[src/rtl/hovalaag_io_port.sv]
// Host-side I/O harness for the Hovalaag CPU data ports.
// Two host-filled input FIFOs feed the CPU IN ports; two output FIFOs
// capture CPU results for the host. Sticky flags record CPU reads from
// an empty input and CPU writes to a full output (the CPU cannot stall).

module hovalaag_fifo #(
    parameter int DEPTH  = 16,
    parameter int CW     = $clog2(DEPTH) + 1,
    parameter int DATA_W = 12
) (
    input  logic              clk,
    input  logic              rst,
    input  logic              wr,
    input  logic              rd,
    input  logic [DATA_W-1:0] wdata,
    output logic [DATA_W-1:0] head,
    output logic [CW-1:0]     count
);
    localparam int AW = $clog2(DEPTH);

    logic [DATA_W-1:0] mem [DEPTH];
    logic [AW-1:0]     wr_ptr;
    logic [AW-1:0]     rd_ptr;

    // Pointer and occupancy bookkeeping; wr/rd arrive already qualified.
    always_ff @(posedge clk) begin
        if (rst) begin
            wr_ptr <= '0;
            rd_ptr <= '0;
            count  <= '0;
        end else begin
            if (wr) wr_ptr <= wr_ptr + 1'b1;
            if (rd) rd_ptr <= rd_ptr + 1'b1;
            count <= count + {{(CW-1){1'b0}}, wr} - {{(CW-1){1'b0}}, rd};
        end
    end

    // Storage is data only, so it is not reset; the pointers make it invisible.
    always_ff @(posedge clk) begin
        if (wr) mem[wr_ptr] <= wdata;
    end

    assign head = mem[rd_ptr];
endmodule

module hovalaag_io_port #(
    parameter  int DEPTH = 16,
    localparam int CW    = $clog2(DEPTH) + 1
) (
    input  logic          clk,
    input  logic          rst,
    input  logic          host_wr_en,
    input  logic          host_wr_sel,
    input  logic [11:0]   host_wr_data,
    output logic          host_wr_ready,
    input  logic          host_rd_en,
    input  logic          host_rd_sel,
    output logic [11:0]   host_rd_data,
    output logic          host_rd_valid,
    output logic [CW-1:0] in1_count,
    output logic [CW-1:0] in2_count,
    output logic [CW-1:0] out1_count,
    output logic [CW-1:0] out2_count,
    output logic [11:0]   cpu_in1,
    output logic [11:0]   cpu_in2,
    input  logic          cpu_in1_adv,
    input  logic          cpu_in2_adv,
    input  logic [11:0]   cpu_out,
    input  logic          cpu_out_valid,
    input  logic          cpu_out_select,
    output logic [1:0]    underflow,
    output logic [1:0]    overflow,
    input  logic          clr_status
);
    localparam int DATA_W = 12;
    localparam logic [CW-1:0] FULL_CNT = CW'(DEPTH);

    logic [1:0]        in_adv;
    logic [1:0]        in_push;
    logic [1:0]        in_pop;
    logic [1:0]        uf_set;
    logic [DATA_W-1:0] in_head [2];
    logic [CW-1:0]     in_cnt  [2];

    logic [1:0]        out_cap;
    logic [1:0]        out_rd;
    logic [1:0]        of_set;
    logic [DATA_W-1:0] out_head [2];
    logic [CW-1:0]     out_cnt  [2];

    assign in_adv = {cpu_in2_adv, cpu_in1_adv};

    for (genvar i = 0; i < 2; i++) begin : g_in
        // Push is judged on the pre-edge count, so a full FIFO rejects it even
        // when a same-edge pop would have freed a slot.
        assign in_push[i] = host_wr_en && (host_wr_sel == 1'(i)) && (in_cnt[i] != FULL_CNT);
        assign in_pop[i]  = in_adv[i] && (in_cnt[i] != '0);
        assign uf_set[i]  = in_adv[i] && (in_cnt[i] == '0);

        hovalaag_fifo #(.DEPTH(DEPTH), .CW(CW), .DATA_W(DATA_W)) u_fifo (
            .clk   (clk),
            .rst   (rst),
            .wr    (in_push[i]),
            .rd    (in_pop[i]),
            .wdata (host_wr_data),
            .head  (in_head[i]),
            .count (in_cnt[i])
        );
    end

    for (genvar i = 0; i < 2; i++) begin : g_out
        // A host read of a full FIFO frees the slot for a same-edge capture.
        assign out_rd[i]  = host_rd_en && (host_rd_sel == 1'(i)) && (out_cnt[i] != '0);
        assign out_cap[i] = cpu_out_valid && (cpu_out_select == 1'(i))
                            && ((out_cnt[i] != FULL_CNT) || out_rd[i]);
        assign of_set[i]  = cpu_out_valid && (cpu_out_select == 1'(i)) && !out_cap[i];

        hovalaag_fifo #(.DEPTH(DEPTH), .CW(CW), .DATA_W(DATA_W)) u_fifo (
            .clk   (clk),
            .rst   (rst),
            .wr    (out_cap[i]),
            .rd    (out_rd[i]),
            .wdata (cpu_out),
            .head  (out_head[i]),
            .count (out_cnt[i])
        );
    end

    // Zero-latency head: the CPU samples IN on the same edge it asserts adv.
    assign cpu_in1       = (in_cnt[0] == '0) ? '0 : in_head[0];
    assign cpu_in2       = (in_cnt[1] == '0) ? '0 : in_head[1];
    assign host_wr_ready = host_wr_sel ? (in_cnt[1] != FULL_CNT) : (in_cnt[0] != FULL_CNT);

    assign in1_count  = in_cnt[0];
    assign in2_count  = in_cnt[1];
    assign out1_count = out_cnt[0];
    assign out2_count = out_cnt[1];

    // Sticky status; a new event wins over a simultaneous clear.
    always_ff @(posedge clk) begin
        if (rst) begin
            underflow <= '0;
            overflow  <= '0;
        end else if (clr_status) begin
            underflow <= uf_set;
            overflow  <= of_set;
        end else begin
            underflow <= underflow | uf_set;
            overflow  <= overflow | of_set;
        end
    end

    // Host read port: one-cycle latency, data holds when nothing was popped.
    always_ff @(posedge clk) begin
        if (rst) begin
            host_rd_valid <= 1'b0;
            host_rd_data  <= '0;
        end else begin
            host_rd_valid <= |out_rd;
            if (|out_rd) host_rd_data <= out_head[host_rd_sel];
        end
    end
endmodule
[config.mk]
export PLATFORM = sky130hd
export DESIGN_NAME = hovalaag_io_port
export DESIGN_NICKNAME = d
export VERILOG_FILES = /design/src/rtl/hovalaag_io_port.sv
export SDC_FILE = /design/constraint.sdc
export NUM_CORES = 1
export LEC_CHECK = 0
export CELL_PAD_IN_SITES_DETAIL_PLACEMENT = 0
export CELL_PAD_IN_SITES_GLOBAL_PLACEMENT = 1
export CORE_MARGIN = 3
export CORE_UTILIZATION = 31
export DETAILED_ROUTE_END_ITERATION = 6
export GPL_ROUTABILITY_DRIVEN = 0
export PLACE_DENSITY_LB_ADDON = 0.1
export SLEW_MARGIN = 5
export SYNTH_ARGS = -nofsm -noshare
export SYNTH_HDL_FRONTEND = slang
export SYNTH_SLANG_ARGS = --single-unit
[constraint.sdc]
create_clock -name clk -period 3.52 [get_ports clk]
set_input_delay 0.528 -clock clk [delete_from_list [all_inputs] [get_ports clk]]
set_output_delay 0.528 -clock clk [all_outputs]
set_load 0.05 [all_outputs]
Yosys cells after proc, flatten, opt, wreduce, memory -nomap -nowiden
Memories as Yosys holds them, arrays and structs flattened. A register that Yosys moved wholly into a read port is not among the register bits.
Cells that the tools add are included.
{"block": "word_totals", "ff_bits": 69, "ramBits": 768, "inputBits": 35, "out_inout_bits": 62, "wordCells": 100, "memories": 4}
{"memory": "g_in[0].u_fifo.mem", "depth": 16, "width": 12, "rd": 1, "rd_ports_with_merged_regs": 1, "write_ports": 1, "line": "21", "text": "logic [DATA_W-1:0] mem [DEPTH];"}
{"memory": "g_in[1].u_fifo.mem", "depth": 16, "width": 12, "rd": 1, "rd_ports_with_merged_regs": 1, "write_ports": 1, "line": "21"}
{"memory": "g_out[0].u_fifo.mem", "depth": 16, "width": 12, "rd": 1, "rd_ports_with_merged_regs": 1, "write_ports": 1, "line": "21"}
{"memory": "g_out[1].u_fifo.mem", "depth": 16, "width": 12, "rd": 1, "rd_ports_with_merged_regs": 1, "write_ports": 1, "line": "21"}
{"block": "classes", "addsub": 16, "n_lt_le_gt_ge": 1, "eq_ne": 4, "muxes": 24, "bitwise": 6, "n_reduce_logical": 29}
{"op": "$mux 12", "count": 5}
{"op": "$add 4x1->4 const B", "count": 8}
{"op": "$mux 4", "count": 8}
{"op": "$add 5x1->5", "count": 4}
{"op": "$ne 5x5->1 const B", "count": 4}
{"op": "$reduce_bool 5->1", "count": 4}
{"op": "$sub 5x1->5", "count": 4}
{"op": "$logic_and 1x1->1", "count": 18}
{"op": "$logic_not 5->1", "count": 2}
{"op": "$mux 1", "count": 9}
{"op": "$mux 2", "count": 2}
{"op": "$or 2x2->2", "count": 2}
{"op": "$not 1->1", "count": 3}
{"op": "$ge 2x2->1 const B", "count": 1}
{"op": "$logic_not 1->1", "count": 2}
{"op": "$logic_or 1x1->1", "count": 2}
{"op": "$not 1->2", "count": 1}
{"op": "$reduce_or 2->1", "count": 1}

Logic depth before layout (Yosys ltp)
{"block": "logic_depth", "ltp_word": 9, "mapped_depth": 15, "depth_no_buf": 15}

Modules after synthesis
From an unflattened synthesis, not the netlist that was laid out.
{"block": "hier_totals", "hier_cells": 1676, "hier_area_um2": 33538.4}
{"mod": "hovalaag_fifo", "instances": 4, "cells_each": 387, "area_each_um2": 8112.8, "seq_area_each_um2": 6105.9}
{"mod": "hovalaag_io_port", "instances": 1, "cells_each": 128, "area_each_um2": 1087.3, "seq_area_each_um2": 340.3}

Worst setup path after synthesis
OpenSTA, ideal clock, no wires.
{"block": "synth_path", "path_kind": "register to register", "from": "reg g_out[0].u_fifo.count[2]", "to": "mem g_out[0].u_fifo.mem[0][0] (enable)", "setup_time_ps": 412, "arrival_ps": 3021, "required_ps": 3108, "slack_ps": 87, "stages_incl_launch_ff": 7, "path_buffers": 0, "synth_period_minus_slack_ps": 3433, "path_cell_list": "dfxtp_1 > inv_1 > ha_1 > nor3b_1 > a31oi_1 > inv_1 > nor4_1"}
{"block": "synth_via", "elab_chain_cells": 6, "elab_cells_between_ends": 7, "classes_between": "eq/ne: 1; mux: 2; reduce/logical: 4"}
{"item": "start, declared", "line": "17", "text": "output logic [CW-1:0] count"}
{"item": "start signal, assigned", "line": "34", "text": "count <= count + {{(CW-1){1'b0}}, wr} - {{(CW-1){1'b0}}, rd};"}
{"item": "$reduce_bool 5->1", "line": "113", "text": "assign out_rd[i] = host_rd_en && (host_rd_sel == 1'(i)) && (out_cnt[i] != '0);"}
{"item": "$logic_and 1x1->1", "line": "113"}
{"item": "$logic_or 1x1->1 (*)", "line": "115", "text": "&& ((out_cnt[i] != FULL_CNT) || out_rd[i]);"}
{"item": "$logic_and 1x1->1 (*)", "line": "115"}
{"item": "$mux 1 (*)", "line": "40", "text": "if (wr) mem[wr_ptr] <= wdata;"}
{"item": "$mux 1 (not written as such) (*)", "line": "40"}
{"item": "end, declared", "line": "21"}
Mark *: on every way between the ends. The rest lies on a longest branch, timed or not.

==> impl_metrics.tcl <==
set metrics [dict create \
    arrival_ns 2.81 \
    grt_usage 0.150 \
    placedCellCount 3233 \
    reg2regPathDepth 15 \
    cts_tree "done" \
    hpwl_um 51900 \
    worstMarginPinSlew_ns 0.947 \
    grt_pass1_vias 17400 \
    ys_seq_elements 853 \
    path_clk_slew_ns 0.06 \
    rsz0062_at_grt "no" \
    synth_edf_count 768 \
    cap_violations 0 \
    synth.distinct_cells 50 \
    grt-ovfl-total 0 \
    cts_buffer_depth 3 \
    cp_slowest_cell "mux4_2" \
    worstSetupPathType "register to output pin" \
    cp.depth 5 \
    vdd_ir_drop_max_mv 0.362 \
    postCtsHoldBufs 0 \
    critical_path_required_ns 2.99 \
    cpMostUsedCell "mux4_2" \
    clk_latency_ns 0.67 \
    die-area_um2 112000 \
    finalSetupViolations 0 \
    area_growth_pct 20.0 \
    ys.flop_type "edfxtp_1" \
    drc 0 \
    start_util 0.315 \
    tns_ns 0 \
    io_buffers 96 \
    critPathLaunchType "register" \
    root_buffer "clkbuf_16" \
    rows 119 \
    h-tree-depth 3 \
    io_pins 97 \
    dieHeight_um 334 \
    via_per_inst 4.78 \
    layout_min_cycle_time_ns 3.34 \
    netlist_area_um2 33400 \
    grt_max_degree 74 \
    first_iter_violations 1104 \
    hold_viol_final 0 \
    ys.warnings.count 0 \
    cp_max_fo 39 \
    end_kind "output pin" \
    hp-class "input port to register" \
    synth_area_leader_cell "edfxtp_1" \
    cts_sinks 853 \
    antenna_found_initial 2 \
    fillers 9811 \
    die_x_um 334 \
    diodes 0 \
    max_stage_delay_ns 0.57 \
    wl_per_cell_um 24.3 \
    crit_chain "buf_12 > mux4_2 > mux4_2 > nor2b_1 > buf_4" \
    cp_top_family "multiplexers" \
    instances_no_fill 3419 \
    p_leak_nw 12.9 \
    status "finished clean" \
    numCtsBuffers 96 \
    grt_pass1_wl_um 122000 \
    hold_depth 2 \
    core_um2 106000 \
    async_flop_share 0 \
    power_density_nw_per_um2 686 \
    synthCells 1689 \
    post-synth-top-area-fraction 0.691 \
    drive_gt1_frac 0.278 \
    crit_buf_inv 2 \
    min_period_over_period 0.949 \
    ant_nets 0 \
    nets 2028 \
    slew_violations 0 \
    vias 16300 \
    yosysSeqAreaShare 0.742 \
    fin_skew_ns 0.0290 \
    totalWireLength_um 83100 \
    max-slew-margin-rel 0.369 \
    drt_pre_antenna_iters 5 \
    synth.net_count 1772 \
    avgSynthCellArea_um2 19.8 \
    max_freq_ghz 0.299 \
    synth_area_leaders "edfxtp_1 (69%), mux4_2 (14%), dfxtp_1 (5.1%)" \
]
==> synth_stat cells, drive strengths merged, types with 4 or more instances <==
master	instances
nand3b	6
a21oi	20
nand2	29
o221ai	8
a221o	4
nor2b	34
mux4	202
edfxtp	768
nor3	17
mux2	24
nand4	8
mux2i	34
ha	44
buf	40
o22ai	15
a21o	4
a311oi	7
a22oi	4
nand2b	14
o21ai	20
nor2	117
xor2	23
and2	20
or3	4
fa	4
dfxtp	85
clkbuf	38
xnor2	13
nor4	4
inv	50
==> layout make-up <==
class                           count  area (um^2)  area share
Clock inverter                     38          385     0.00962
Multi-Input combinational cell    708         8170       0.204
Clock buffer                      143         2750      0.0686
Inverter                           50          188     0.00468
Tap cell                         1391         1740      0.0434
Timing Repair Buffer              236         2050      0.0512
Sequential cell                   853        24800       0.619
==> report_power, final <==
group / switching (mW) / internal [mW]
Combinational: 3.37 / 2.53
Clock: 4.02 / 5.86
Sequential: 0.374 / 11.3
==> path summary, 6_finish.rpt <==
kind | start | endpoint | slack, ns
worst min register to register | overflow[0] | overflow[0] | 0.48
worst max register to register | g_out[1].u_fifo.count[3] | g_out[1].u_fifo.count[4] | 0.49
worst min-delay path | rst | g_out[0].u_fifo.count[1] | 0.46
worst max-delay path | register | cpu_in2[2] | 0.18
==> metrics by stage <==
| stage | setup WS (ns) | hold slack (ns) | area, um^2 | util | power, mW |
|---|---|---|---|---|---|
| after global routing | 0.0569 | 0.470 | 40100 | 0.377 | 28.8 |
| final | 0.179 | 0.458 | 40100 | 0.377 | 27.5 |
| after detailed placement | 0.225 | 0.463 | 36900 | 0.347 | 17.9 |
| after floorplan | 0.0867 | 0.485 | 33400 | - | 15.8 |
| after CTS | 0.0100 | 0.444 | 40000 | 0.377 | 28.0 |
| after global placement | 0.179 | 0.464 | 36900 | 0.347 | 17.9 |
==> repair_timing <==
item,4_1_cts,5_1_grt
setup endpoints to repair,11,3
cloned,0,1
pin swaps,0,0
resized for setup,2,0
buffers inserted,4,0
==> cell usage in the layout, fill, tap and decap left out, drive strengths merged, types with 8 or more instances in the layout <==
| cell | synthesis | routed |
|---|---|---|
| a21oi | 20 | 20 |
| and2 | 20 | 20 |
| buf | 40 | 164 |
| clkbuf | 38 | 144 |
| clkdlybuf4s50 | 0 | 71 |
| clkinv | 0 | 23 |
| dfxtp | 85 | 85 |
| edfxtp | 768 | 768 |
| ha | 44 | 44 |
| inv | 50 | 58 |
| mux2 | 24 | 24 |
| mux2i | 34 | 34 |
| mux4 | 202 | 202 |
| nand2 | 29 | 29 |
| nand2b | 14 | 14 |
| nand4 | 8 | 8 |
| nor2 | 117 | 117 |
| nor2b | 34 | 34 |
| nor3 | 17 | 17 |
| o21ai | 20 | 20 |
| o221ai | 8 | 8 |
| o22ai | 15 | 15 |
| xnor2 | 13 | 13 |
| xor2 | 23 | 23 |
==> metal layers <==
metal,vias up,GRT usage,share of wire
met2,328,0.241,0.48
met1,8605,0.205,0.45
li1,7301,-,-
met5,-,0,0
met3,104,0.0323,0.046
met4,0,0.0425,0.025
==> cells by family after synthesis <==
kind of cell             count (synthesis)  synth area share
AO/OA/AOI/OAI                           96            0.0194
flip-flops                             853             0.742
AND/OR/NAND/NOR                        268            0.0394
buffers and inverters                  128            0.0168
adder cells (fa/ha/maj)                 48            0.0189
XOR/XNOR                                36           0.00944
multiplexers                           260             0.155
==> state kept, by name, summed over array words and instances, names as in the netlist, named ones only <==
register,count
host_rd_valid,1
overflow,2
g_out.u_fifo.rd_ptr,8
g_in.u_fifo.mem,384
g_out.u_fifo.mem,384
g_in.u_fifo.count,10
g_in.u_fifo.rd_ptr,8
g_out.u_fifo.count,10
g_in.u_fifo.wr_ptr,8
g_out.u_fifo.wr_ptr,8
underflow,2
host_rd_data,12
(Power assumes the default switching activity.)
